**src/rtl/rv32i_pkg.sv**
```systemverilog
// Shared RV32I pipeline definitions: datapath width, canonical NOP,
// register-field bit positions and the fetch FSM state encoding.
package rv32i_pkg;

  localparam int unsigned XLEN      = 32;
  localparam logic [31:0] NOP_INSTR = 32'h0000_0013;

  localparam int unsigned RD_LSB  = 7;
  localparam int unsigned RD_MSB  = 11;
  localparam int unsigned RS1_LSB = 15;
  localparam int unsigned RS1_MSB = 19;
  localparam int unsigned RS2_LSB = 20;
  localparam int unsigned RS2_MSB = 24;

  typedef enum logic [1:0] {
    S_IDLE  = 2'b00,
    S_FETCH = 2'b01,
    S_HOLD  = 2'b10,
    S_DROP  = 2'b11
  } fetch_state_e;

endpackage

```
**src/rtl/if_id_register.sv**
```systemverilog
// Generic pipeline register holding {pc, instr, valid}. Flush inserts a NOP
// bubble; hold keeps all fields; otherwise the inputs are captured.
module if_id_register #(
  parameter int unsigned XLEN      = rv32i_pkg::XLEN,
  parameter logic [31:0] NOP_INSTR = rv32i_pkg::NOP_INSTR
) (
  input  logic            clk_i,
  input  logic            rst_i,
  input  logic            hold_i,
  input  logic            flush_i,
  input  logic [XLEN-1:0] pc_i,
  input  logic [31:0]     instr_i,
  input  logic            valid_i,
  output logic [XLEN-1:0] pc_o,
  output logic [31:0]     instr_o,
  output logic            valid_o
);

  logic [XLEN-1:0] pc_q;
  logic [31:0]     instr_q;
  logic            valid_q;

  // Flush overrides hold so a redirect squashes even a stalled entry.
  always_ff @(posedge clk_i) begin
    if (rst_i || flush_i) begin
      pc_q    <= '0;
      instr_q <= NOP_INSTR;
      valid_q <= 1'b0;
    end else if (!hold_i) begin
      pc_q    <= pc_i;
      instr_q <= instr_i;
      valid_q <= valid_i;
    end
  end

  assign pc_o    = pc_q;
  assign instr_o = instr_q;
  assign valid_o = valid_q;

endmodule

```
**src/rtl/fetch_stage.sv**
```systemverilog
// RV32I instruction-fetch stage: PC register, imem request handshake and IF/ID.
//   state   | meaning
//   S_IDLE  | first cycle out of reset, no request
//   S_FETCH | request at PC outstanding, waiting for ready
//   S_HOLD  | response captured while front end frozen, held in buffer
//   S_DROP  | redirect seen mid-request, discard the old response
module fetch_stage #(
  parameter int unsigned     XLEN      = rv32i_pkg::XLEN,
  parameter logic [XLEN-1:0] RESET_PC  = '0,
  parameter logic [31:0]     NOP_INSTR = rv32i_pkg::NOP_INSTR
) (
  input  logic            ip_clk,
  input  logic            ip_rst,
  input  logic            ip_Stall,
  input  logic            ip_PC_Hold,
  input  logic            ip_Branch_Taken,
  input  logic [XLEN-1:0] ip_Branch_Target,
  output logic            op_Imem_Req,
  output logic [XLEN-1:0] op_Imem_Addr,
  input  logic            ip_Imem_Ready,
  input  logic [31:0]     ip_Imem_Data,
  output logic [XLEN-1:0] op_IF_ID_PC,
  output logic [31:0]     op_IF_ID_Instr,
  output logic            op_IF_ID_Valid,
  output logic [4:0]      op_IF_ID_RegisterRS1,
  output logic [4:0]      op_IF_ID_RegisterRS2
);

  import rv32i_pkg::*;

  localparam logic [XLEN-1:0] ALIGN_MASK = {{(XLEN-2){1'b1}}, 2'b00};

  fetch_state_e    state_q, state_d;
  logic [XLEN-1:0] pc_q, pc_d;
  logic [31:0]     buf_q, buf_d;
  logic [XLEN-1:0] redir_q, redir_d;

  logic            ifid_hold;
  logic            ifid_flush;
  logic [XLEN-1:0] ifid_pc_d;
  logic [31:0]     ifid_instr_d;
  logic            ifid_valid_d;

  logic            front_hold;
  logic [XLEN-1:0] br_target;
  logic [XLEN-1:0] pc_inc;

  assign front_hold = ip_Stall | ip_PC_Hold;
  assign br_target  = ip_Branch_Target & ALIGN_MASK;
  assign pc_inc     = pc_q + XLEN'(4);

  always_comb begin
    state_d      = state_q;
    pc_d         = pc_q;
    buf_d        = buf_q;
    redir_d      = redir_q;
    op_Imem_Req  = 1'b0;
    ifid_flush   = 1'b0;
    ifid_hold    = ip_Stall;
    ifid_pc_d    = pc_q;
    ifid_instr_d = NOP_INSTR;
    ifid_valid_d = 1'b0;

    case (state_q)
      S_IDLE: begin
        state_d = S_FETCH;
        if (ip_Branch_Taken) begin
          pc_d       = br_target;
          ifid_flush = 1'b1;
        end
      end

      S_FETCH: begin
        op_Imem_Req = 1'b1;
        if (ip_Branch_Taken) begin
          ifid_flush = 1'b1;
          buf_d      = '0;
          if (ip_Imem_Ready) begin
            pc_d = br_target;
          end else begin
            // PC must stay put: the address is frozen until ready.
            redir_d = br_target;
            state_d = S_DROP;
          end
        end else if (ip_Imem_Ready) begin
          if (front_hold) begin
            // PC is left pointing at the buffered word; it advances on release.
            buf_d   = ip_Imem_Data;
            state_d = S_HOLD;
          end else begin
            ifid_instr_d = ip_Imem_Data;
            ifid_valid_d = 1'b1;
            pc_d         = pc_inc;
          end
        end
      end

      S_HOLD: begin
        if (ip_Branch_Taken) begin
          ifid_flush = 1'b1;
          buf_d      = '0;
          pc_d       = br_target;
          state_d    = S_FETCH;
        end else if (!front_hold) begin
          ifid_instr_d = buf_q;
          ifid_valid_d = 1'b1;
          buf_d        = '0;
          pc_d         = pc_inc;
          state_d      = S_FETCH;
        end
      end

      S_DROP: begin
        op_Imem_Req = 1'b1;
        if (ip_Branch_Taken) begin
          ifid_flush = 1'b1;
          redir_d    = br_target;
        end
        if (ip_Imem_Ready) begin
          pc_d    = ip_Branch_Taken ? br_target : redir_q;
          redir_d = '0;
          state_d = S_FETCH;
        end
      end

      default: state_d = S_IDLE;
    endcase
  end

  always_ff @(posedge ip_clk) begin
    if (ip_rst) begin
      state_q <= S_IDLE;
      pc_q    <= RESET_PC & ALIGN_MASK;
      buf_q   <= '0;
      redir_q <= '0;
    end else begin
      state_q <= state_d;
      pc_q    <= pc_d;
      buf_q   <= buf_d;
      redir_q <= redir_d;
    end
  end

  if_id_register #(
    .XLEN      (XLEN),
    .NOP_INSTR (NOP_INSTR)
  ) u_if_id (
    .clk_i   (ip_clk),
    .rst_i   (ip_rst),
    .hold_i  (ifid_hold),
    .flush_i (ifid_flush),
    .pc_i    (ifid_pc_d),
    .instr_i (ifid_instr_d),
    .valid_i (ifid_valid_d),
    .pc_o    (op_IF_ID_PC),
    .instr_o (op_IF_ID_Instr),
    .valid_o (op_IF_ID_Valid)
  );

  assign op_Imem_Addr         = pc_q;
  assign op_IF_ID_RegisterRS1 = op_IF_ID_Instr[RS1_MSB:RS1_LSB];
  assign op_IF_ID_RegisterRS2 = op_IF_ID_Instr[RS2_MSB:RS2_LSB];

endmodule

```
**config.mk**
```make
export PLATFORM = sky130hd
export DESIGN_NAME = fetch_stage
export DESIGN_NICKNAME = d
export VERILOG_FILES = /design/src/rtl/rv32i_pkg.sv /design/src/rtl/if_id_register.sv /design/src/rtl/fetch_stage.sv
export SDC_FILE = /design/constraint.sdc
export NUM_CORES = 1
export LEC_CHECK = 0
export BUFFER_PORTS_ARGS = -buffer_cell sky130_fd_sc_hd__buf_4
export CORE_ASPECT_RATIO = 1.4
export CORE_MARGIN = 2
export CORE_UTILIZATION = 40
export DETAILED_ROUTE_END_ITERATION = 10
export SLEW_MARGIN = 20
export SYNTH_ARGS = -nofsm -noshare
export SYNTH_HDL_FRONTEND = slang
export SYNTH_HIERARCHICAL = 1
export SYNTH_SLANG_ARGS = --single-unit
```
**constraint.sdc**
```tcl
create_clock -name ip_clk -period 2.6 [get_ports ip_clk]
set_clock_uncertainty 0.1 [all_clocks]
set_input_delay 0.39 -clock ip_clk [delete_from_list [all_inputs] [get_ports ip_clk]]
set_output_delay 0.39 -clock ip_clk [all_outputs]
set_load 0.02 [all_outputs]
```
==> run metrics, run 1 <==
run status completed; Slew @ Worst Pin 1.01 ns; CTS buffer count 17; ys async rst share 0%; mapped cell area 8350 sq um; reg-to-reg startpoint state_q[0]; Crit. End Element flip-flop; slowest CP cell ha_1; Post-Syn Nets 1082; Inserted Diodes 0; largest net degree at the start of global routing 57; clk buf depth 2; routed vias 8308; Worst R2R End op_Imem_Addr[30]; most common cell after layout, fill and taps aside buf_4; I/O pins 178; Wirelength per Cell 18.6 microns; PortBufs 175; cts hold-fix bufs 0; DRT iter0 DRCs 644; Skew-Pair Late Insertion Delay 0.43 ns; max-cap viol count 0; P&R area growth vs syn 26.1%; post-route ant nets 0; global-route wire length before repair 42000 microns; Avg Vias per Cell 5.81; Buf/Inv on CP 2; flops & latches, synth 163; filler cell count 2010; GRT overflow 0; Reg2Reg Depth 8; Syn Area/Cell 8.30 sq um; Cell Count, Final, Fillers Out 1430; Max FO, Critical Path 26; combinational group share of total power 26.4%; Setup Crit Path Kind reg -> reg; worst relative slew slack 32.4%; CP startpoint kind flip-flop; total die area 22100 sq um; Cells after Synth 1006; H-tree levels 4; r2r setup slk 0.17 ns; Yosys Warn Count 6; die width 126 microns; Switching Share 33.2%; Crit path depth 8; die span in y 175 microns; CP delay by family, top compound AO/OA/AOI/OAI gates; top cells by area, synth dfxtp_1 (39%), mux2i_1 (9.0%), nor2_1 (6.7%), a22oi_1 (4.8%), nand2_1 (3.8%); TNS Setup 0 ns; worst min path class in -> reg; Initial Utilization 40.8%; crit path cell chain inv_1 -> ha_1 -> nand2b_1 -> o221ai_1 -> buf_4 -> a21oi_1 -> a2111oi_0 -> a311oi_1; gr usage total 23.5%; Power per Cell Area 677 nW/um^2; GP Congestion 0.856; antenna violations before repair 0; CTS tree built; CP peak stage delay 0.45 ns; Post-synth EDFFs 0; placed cell count 1400; RSZ-0062 raised after global routing false; leakage dissipation 4.28 nW; Setup violations, final 0; layout net count 1239; row cnt 62; VDD IR max 0.486 mV; Primary FF master, synth dfxtp_1; sequential-to-total area share from yosys stat 39.1%; Final HPWL DP 18200 microns; setup bufs post-CTS 0; clk slew on worst S/H paths 0.07 ns; post-synth top area cell dfxtp_1; post_cts resized 0; DR pass1 iterations 6; number of global-route vias before repair 7634; root buffer cell clkbuf_16; min cycle time layout 2.43 ns; commonest cells after routing, fill and taps aside buf_4 (231), dfxtp_1 (163), nor2_1 (147), nand2_1 (84), mux2i_1 (75); NetSw 2.37 mW; Critical Path Start state_q[0]; layout cells sized above 1 23.9%; crit path DAT 2.62 ns; WL final 26600 microns; top-area cell type share of the netlist area 39.1%; Clk pwr share 33.5%; Synth cell types 67; max-slew violations 0; Sequential Power Share 40.1%; final period utilization 93.3%; Setup crit end op_Imem_Addr[30]; CP required 2.79 ns; Final Hold Viols 0; Clock Sinks 163; Fmax 0.412 GHz; Core Footprint 20500 sq um; Power Internal 4.76 mW; DRC 0
[cell families after synthesis]
| logic type | Yosys count | share of synthesized area, % |
|---|---|---|
| compound gates | 272 | 22.6 |
| xor+xnor | 8 | 0.839 |
| fa+ha+maj | 6 | 0.899 |
| buf+inv | 109 | 6.23 |
| flops | 163 | 39.1 |
| mux | 80 | 9.66 |
| simple gates | 368 | 20.7 |
[sequential cells by signal (all words and copies together) (netlist names)]
name / count
redir_q: 32
buf_q: 32
u_if_id/instr_o: 32
u_if_id/pc_o: 32
op_Imem_Addr: 32
state_q: 2
u_if_id/valid_o: 1
[worst min-delay path: cells and delay by family]
kind	cells	cell delay (ns)
and+or+nand+nor	1	0.05
buffers and inverters	1	0.11
AOI/OAI and AO/OA	1	0.05
[metrics by stage]
step	hold WS, ns	util [%]	power (mW)	cell area (sq um)	setup slack [ns]
floorplan	0.329	-	3.98	8350	0.401
detailed placement	0.343	48.8	4.78	9990	0.235
global route	0.124	51.4	7.45	10500	0.0221
finish	0.125	51.4	7.13	10500	0.173
CTS	0.119	51.4	7.18	10500	0.203
global placement	0.337	48.8	4.77	9990	0.265
[cells in the mapped netlist, types with 6 or more instances]
cell and count:
or3_1 8, xnor2_1 7, nand2_1 84, ha_1 6, dfxtp_1 163, o211ai_1 9, nand4_1 12, inv_1 13
and2_1 7, a22o_1 22, mux2i_1 75, a21oi_1 52, and3_1 8, buf_4 13, nor4_1 6, a31oi_1 7
nor2_1 149, o22ai_1 8, nor3_1 11, a311oi_1 8, a222oi_1 20, buf_2 20, clkbuf_1 54, nand3_1 50
a22oi_1 53, o21ai_0 50
[routing by layer]
| metal | part of all wire (%) | up-vias | wire [microns] | global-route usage [%] |
|---|---|---|---|---|
| li1 | - | 3998 | - | - |
| met1 | 41 | 3970 | 11000 | 29.4 |
| met2 | 50 | 303 | 13300 | 40.1 |
| met3 | 6.7 | 37 | 1790 | 5.02 |
| met4 | 2.0 | 0 | 529 | 7.60 |
| met5 | 0 | - | 0 | 0 |
[final cells by class]
class	count	area (sq um)	share of cell area, %
multi-input combinational	734	4580	43.5
sequential	163	3260	31.0
timing repair buffer	233	1770	16.8
clock buffer	21	460	4.37
tap	256	320	3.04
clock inverter	9	82.6	0.784
inverter	14	52.6	0.499
[worst min-delay path by stage]
stage                                start         to  slack (ns)  depth (start not counted)
after global routing      ip_Imem_Data[18]  buf_q[18]        0.12                          3
after floorplan                   buf_q[0]   buf_q[0]        0.33                          2
after detailed placement         buf_q[28]  buf_q[28]        0.34                          2
after CTS                 ip_Imem_Data[23]  buf_q[23]        0.12                          3
after global placement            buf_q[1]   buf_q[1]        0.34                          2
final                     ip_Imem_Data[23]  buf_q[23]        0.13                          3
[power by group through the flow]
stage / sequential [mW] / clock (mW) / combinational [mW]
final: 2.86 / 2.39 / 1.88
after global routing: 2.88 / 2.54 / 2.04
after CTS: 2.86 / 2.44 / 1.88
after detailed placement: 2.91 / 0 / 1.87
after global placement: 2.91 / 0 / 1.86
after floorplan: 3.02 / 0 / 0.965
Note: power is estimated with default switching activity, not from simulation.
==> run 2: changes to the inputs <==
Settings changed: CTS_BUF_LIST set to sky130_fd_sc_hd__clkbuf_4, SYNTH_HIERARCHICAL 1 to unset.
Clock period 2.6 ns to 2.2 ns, I/O delays scaled along.
==> run metrics, run 2 <==
Power per Cell Area 704 nW/um^2 (was 677 nW/um^2); RSZ-0062 raised after global routing true (was false); leakage dissipation 4.50 nW (was 4.28 nW); Cells after Synth 971 (was 1006); PortBufs 175 (unchanged); WL final 26800 microns (was 26600 microns); die width 126 microns (about the same); sequential-to-total area share from yosys stat 39.3% (was 39.1%); crit path DAT 1.73 ns (was 2.62 ns); layout cells sized above 1 27.7% (was 23.9%); antenna violations before repair 1 (was 0); commonest cells after routing, fill and taps aside buf_4 (245), dfxtp_1 (161), nor2_1 (118), a22o_1 (75), nand2_1 (68) (was buf_4 (231), dfxtp_1 (163), nor2_1 (147), nand2_1 (84), mux2i_1 (75)); clk slew on worst S/H paths 0.13 ns (was 0.07 ns); worst relative slew slack 35.2% (was 32.4%); worst min path class in -> reg (unchanged); Final HPWL DP 18000 microns (was 18200 microns); I/O pins 178 (unchanged); reg-to-reg startpoint state_q[1] (was state_q[0]); P&R area growth vs syn 34.9% (was 26.1%); largest net degree at the start of global routing 99 (was 57); post-placement worst setup slack -0.00611 ns (was 0.235 ns); CP startpoint kind flip-flop (unchanged); layout net count 1283 (was 1239); HP Start ip_Branch_Taken (was ip_Imem_Data[23]); Core Footprint 20400 sq um (was 20500 sq um); GP Congestion 0.884 (was 0.856); post-route ant nets 0 (unchanged); WHS Endpoint u_if_id.instr_o[0] (was buf_q[23]); root buffer cell clkbuf_4 (was clkbuf_16); Primary FF master, synth dfxtp_1 (unchanged); Post-synth EDFFs 0 (unchanged); Avg Vias per Cell 5.72 (was 5.81); final setup margin 0.0422 ns (was 0.173 ns); routed vias 8444 (was 8308); total power 7.88 mW (was 7.13 mW); VDD IR max 0.274 mV (was 0.486 mV); run status completed (unchanged); top-area cell type share of the netlist area 39.3% (was 39.1%); global-route wire length before repair 42400 microns (was 42000 microns); GRT overflow 0 (unchanged); Hold Crit Depth 3 (unchanged); Setup Crit Path Kind reg -> out (was reg -> reg); Slew @ Worst Pin 0.967 ns (was 1.01 ns); final period utilization 98.1%; Post-Syn Nets 1047 (was 1082); count leader, synth dfxtp_1 (unchanged); Critical Path Start state_q[1] (was state_q[0]); ys async rst share 0% (unchanged); Placed Instance Area 10200 sq um (was 9990 sq um); Crit. End Element output port (was flip-flop); min cycle time layout 2.16 ns; CTS tree built (unchanged); number of global-route vias before repair 7917 (was 7634); die span in y 174 microns (was 175 microns); synth cell count leaders dfxtp_1 (163), nor2_1 (121), a22o_1 (75), nand2_1 (71), a21oi_1 (56) (was dfxtp_1 (163), nor2_1 (149), nand2_1 (84), mux2i_1 (75), clkbuf_1 (54)); DRC 0 (unchanged); Initial Utilization 40.7% (was 40.8%); total die area 21900 sq um (was 22100 sq um); Worst R2R End redir_q[28] (was op_Imem_Addr[30]); H-tree levels 4 (unchanged); Max FO, Critical Path 10 (was 26); Skew-Pair Late Insertion Delay 0.56 ns (was 0.43 ns); row cnt 62 (unchanged); max-cap viol count 0 (unchanged); DR pass1 iterations 5 (was 6); CP required 1.77 ns (was 2.79 ns); DRT iter0 DRCs 768 (was 644); Fmax 0.463 GHz; Yosys Warn Count 0 (was 6); gr usage total 23.7% (was 23.5%); Syn Area/Cell 8.54 sq um (was 8.30 sq um); mapped cell area 8300 sq um (was 8350 sq um); Wirelength per Cell 18.1 microns (was 18.6 microns); clk buf depth 2 (unchanged); top cells by area, synth dfxtp_1 (39%), a22o_1 (7.9%), nor2_1 (5.5%), mux2i_1 (4.6%), a22oi_1 (3.6%) (was dfxtp_1 (39%), mux2i_1 (9.0%), nor2_1 (6.7%), a22oi_1 (4.8%), nand2_1 (3.8%)); Cell Count, Final, Fillers Out 1477 (was 1430); final non-filler cell area 11200 sq um (was 10500 sq um); Setup violations, final 0 (unchanged); max-slew violations 0 (unchanged); r2r setup slk 0.07 ns (was 0.17 ns); most common cell after layout, fill and taps aside buf_4 (unchanged); post-synth top area cell dfxtp_1 (unchanged); Synth cell types 66 (was 67); placed cell count 1379 (was 1400); CTS buffer count 17 (unchanged); Clock Sinks 163 (unchanged); TNS Setup 0 ns (unchanged); flops & latches, synth 163 (unchanged); Reg2Reg Depth 7 (was 8); Final Hold Viols 0 (unchanged)
[run 2: changes by cell type after synthesis, sizes merged, moves of 7 or more]
cell and delta:
a22oi -13, mux2i -37, buf +8, a22o +53, o21ai -7, nor4 +7
nor2 -29, nand2 -13, a221o +16
[run 2: through the flow]
stage / util (%) / hold slack (ns)
after floorplan: - / 0.329
after global placement: 49.8 / 0.337
after detailed placement: 49.8 / 0.343
after CTS: 54.3 / 0.0384
after global routing: 54.8 / 0.0936
final: 54.8 / 0.0949
[run 2: worst max-delay path by stage]
stage,cells after the start,endpoint
floorplan,8,op_Imem_Addr[9]
global placement,8,op_Imem_Addr[9]
detailed placement,8,op_Imem_Addr[28]
CTS,8,op_Imem_Addr[27]
global route,6,op_Imem_Req
finish,6,op_Imem_Req
[run 2: cells by family after synthesis]
logic type,synth area share (%)
AOI/OAI and AO/OA,28.3
xor gates and xnor gates,0.634
adders and majority gates,0.905
buffers and inverters,6.76
DFF,39.3
muxes,5.26
and+or+nand+nor,18.9
[run 2: repair_timing]
action                     in CTS  in global routing
buffers inserted                0                  3
resized for setup               5                 18
pin swaps                       1                  3
setup endpoints to repair       4                 48
hold endpoints to repair       98                  0
hold buffers                   62                  0
cloned                          0                  0
[run 2: layer usage]
layer | up-vias | part of all wire [%] | track usage, %
met1 | 4035 | 43 | 29.7
met4 | 0 | 1.3 | 6.44
met5 | - | 0 | 0
met2 | 261 | 51 | 42.1
li1 | 4123 | - | -
met3 | 25 | 4.7 | 3.48
[run 2: power by group]
group / internal (mW) / total, mW / leakage (nW) / switching, mW
Sequential: 3.17 / 3.36 / 1.33 / 0.197
Combinational: 1.15 / 2.69 / 3.03 / 1.53
Clock: 0.717 / 1.83 / 0.154 / 1.11
[run 2: final cells by class]
type                    count  area (sq um)
flip-flops and latches    163          3270
diodes                      1          2.50
well taps                 256           320
clock buffers              20           150
fillers                  1937          9210
multi-input cells         688          4580
inverters                  19          71.3
clock inverters            12           130
repair buffers            318          2670
[run 2: worst max-delay path: stages, from the launching register on]
cell     delay [ns]
dfxtp_2        0.35
inv_1          0.08
ha_2           0.22
buf_6          0.15
nor2_4         0.17
inv_2          0.07
buf_4          0.16
==> run 3: changes to the inputs <==
Settings changed: SYNTH_HIERARCHICAL set to 1.
==> run metrics, run 3 (synthesis results as in run 1) <==
uppermost routed layer met4 (unchanged); final period utilization 95.4% (was 98.1%); I/O pins 178 (unchanged); max-cap viol count 0 (unchanged); DRC 0 (unchanged); crit path cell chain inv_1 -> ha_4 -> nor2b_1 -> o2111ai_1 -> buf_4 -> or3_1 -> mux2_2 -> o22ai_1 (was inv_1 -> ha_2 -> buf_6 -> nor2_4 -> inv_2 -> buf_4); placed cell count 1432 (was 1379); Final HPWL DP 18900 microns (was 18000 microns); met2 WL 13800 microns (about the same); Crit. End Element flip-flop (was output port); CP peak stage delay 0.35 ns (about the same); WHS Endpoint redir_q[21] (was u_if_id.instr_o[0]); layout cells sized above 1 25.2% (was 27.7%); post-placement worst setup slack -0.0735 ns (was -0.00611 ns); GRT overflow 0 (unchanged); global-route wire length before repair 43600 microns (was 42400 microns); worst min path class in -> reg (unchanged); GP Congestion 0.871 (was 0.884); Setup violations, final 0 (unchanged); H-tree levels 4 (unchanged); PortBufs 175 (unchanged); Slew @ Worst Pin 0.646 ns (was 0.967 ns); HP Start ip_rst (was ip_Branch_Taken); TNS Setup 0 ns (unchanged); clk buf depth 2 (unchanged); final setup margin 0.101 ns (was 0.0422 ns); root buffer cell clkbuf_4 (unchanged); clk slew on worst S/H paths 0.14 ns (was 0.13 ns); Buf/Inv on CP 2 (was 4); total power 7.81 mW (was 7.88 mW); most common cell after layout, fill and taps aside buf_4 (unchanged); CTS tree built (unchanged); antenna violations before repair 1 (unchanged); VDD IR max 0.441 mV (was 0.274 mV); CTS buffer count 17 (unchanged); Hold Crit Depth 2 (was 3); routed vias 8602 (was 8444); Wirelength per Cell 17.7 microns (was 18.1 microns); largest net degree at the start of global routing 40 (was 99); run status completed (unchanged); Clock Sinks 163 (unchanged); Worst R2R End op_Imem_Addr[22] (was redir_q[28]); CP required 2.59 ns (was 1.77 ns); P&R area growth vs syn 34.9% (about the same); DR pass1 iterations 8 (was 5); Skew-Pair Late Insertion Delay 0.55 ns (was 0.56 ns); Metal-1 WL 11100 microns (was 11400 microns); Fmax 0.476 GHz (was 0.463 GHz); r2r setup slk 0.10 ns (was 0.07 ns); Core Footprint 20500 sq um (was 20400 sq um); max-slew violations 0 (unchanged); worst relative slew slack 56.9% (was 35.2%); Power per Cell Area 693 nW/um^2 (was 704 nW/um^2); die span in y 175 microns (was 174 microns); crit path DAT 2.49 ns (was 1.73 ns); routed wl met3 1520 microns (was 1250 microns); reg-to-reg startpoint state_q[1] (unchanged); Initial Utilization 40.8% (was 40.7%); min cycle time layout 2.10 ns (was 2.16 ns); row cnt 62 (unchanged); die width 126 microns (about the same); WL final 27000 microns (was 26800 microns); DRT iter0 DRCs 614 (was 768); slowest CP cell dfxtp_1 (was dfxtp_2); leakage dissipation 4.61 nW (was 4.50 nW); total die area 22100 sq um (was 21900 sq um); CP delay by family, top simple AND/OR/NAND/NOR gates (was buffers and inverters); gr usage total 24.2% (was 23.7%); Cell Count, Final, Fillers Out 1526 (was 1477); CP startpoint kind flip-flop (unchanged); Avg Vias per Cell 5.64 (was 5.72); Max FO, Critical Path 10 (unchanged); Reg2Reg Depth 8 (was 7); Setup Crit Path Kind reg -> reg (was reg -> out); Final Hold Viols 0 (unchanged); commonest cells after routing, fill and taps aside buf_4 (254), dfxtp_1 (161), nor2_1 (146), nand2_1 (84), mux2i_1 (75) (was buf_4 (245), dfxtp_1 (161), nor2_1 (118), a22o_1 (75), nand2_1 (68)); number of global-route vias before repair 8280 (was 7917); layout net count 1333 (was 1283); Final Util 55.0% (was 54.8%); post-route ant nets 0 (unchanged)
-- run 3: cell types whose count changed in the layout (fill, tap and decap cells not counted), moves of 9 or more --
cell | previous run | this run
a22o_1 | 75 | 22
mux2i_1 | 38 | 75
nor2_1 | 118 | 146
a221o_1 | 18 | 2
nand2_1 | 68 | 84
a22oi_1 | 39 | 53
buf_4 | 245 | 254
-- run 3: final cells by class --
type                       count  area [sq um]
fill                        1986          9210
inverter                      14          52.6
timing repair buffer         327          2740
clock inverter                13           158
clock buffer                  17           128
antenna                        2          5.00
tap                          256           320
multi-input combinational    734          4600
sequential                   163          3270
-- run 3: how the worst max path moves through the flow --
stage                          start          endpoint  slack (ns)  cells after the start
after floorplan           state_q[1]  op_Imem_Addr[13]       0.001                      8
after global placement    state_q[0]  op_Imem_Addr[22]       -0.01                      8
after detailed placement  state_q[0]  op_Imem_Addr[30]       -0.07                      8
after CTS                 state_q[1]         buf_q[31]      -0.003                      9
after global routing      state_q[1]  op_Imem_Addr[30]       -0.02                      8
final                     state_q[1]  op_Imem_Addr[22]        0.10                      8
-- run 3: routing by layer --
| metal | global-route usage [%] | vias up |
|---|---|---|
| li1 | - | 4184 |
| met1 | 29.6 | 4103 |
| met2 | 42.8 | 276 |
| met3 | 4.44 | 39 |
| met4 | 7.74 | 0 |
| met5 | 0 | - |
-- run 3: report_power, final --
part           internal [mW]  total [mW]  switching (mW)
Clock                  0.779        1.90            1.12
Combinational           1.12        2.59            1.46
Sequential              3.15        3.32           0.170
-- run 3: timing repair --
action                     4_1_cts  5_1_grt
setup endpoints to repair        7       79
buffers inserted                 0        0
gates resized for setup          4       13
pin swaps                        0        1
hold endpoints to repair        72        0
hold buffers                    62        0
-- run 3: through the flow --
stage,instance area [sq um],hold slack [ns]
after CTS,11200,0.00618
after global placement,10300,0.337
final,11300,0.0499
after detailed placement,10300,0.344
after global routing,11300,0.0123
after floorplan,8350,0.329
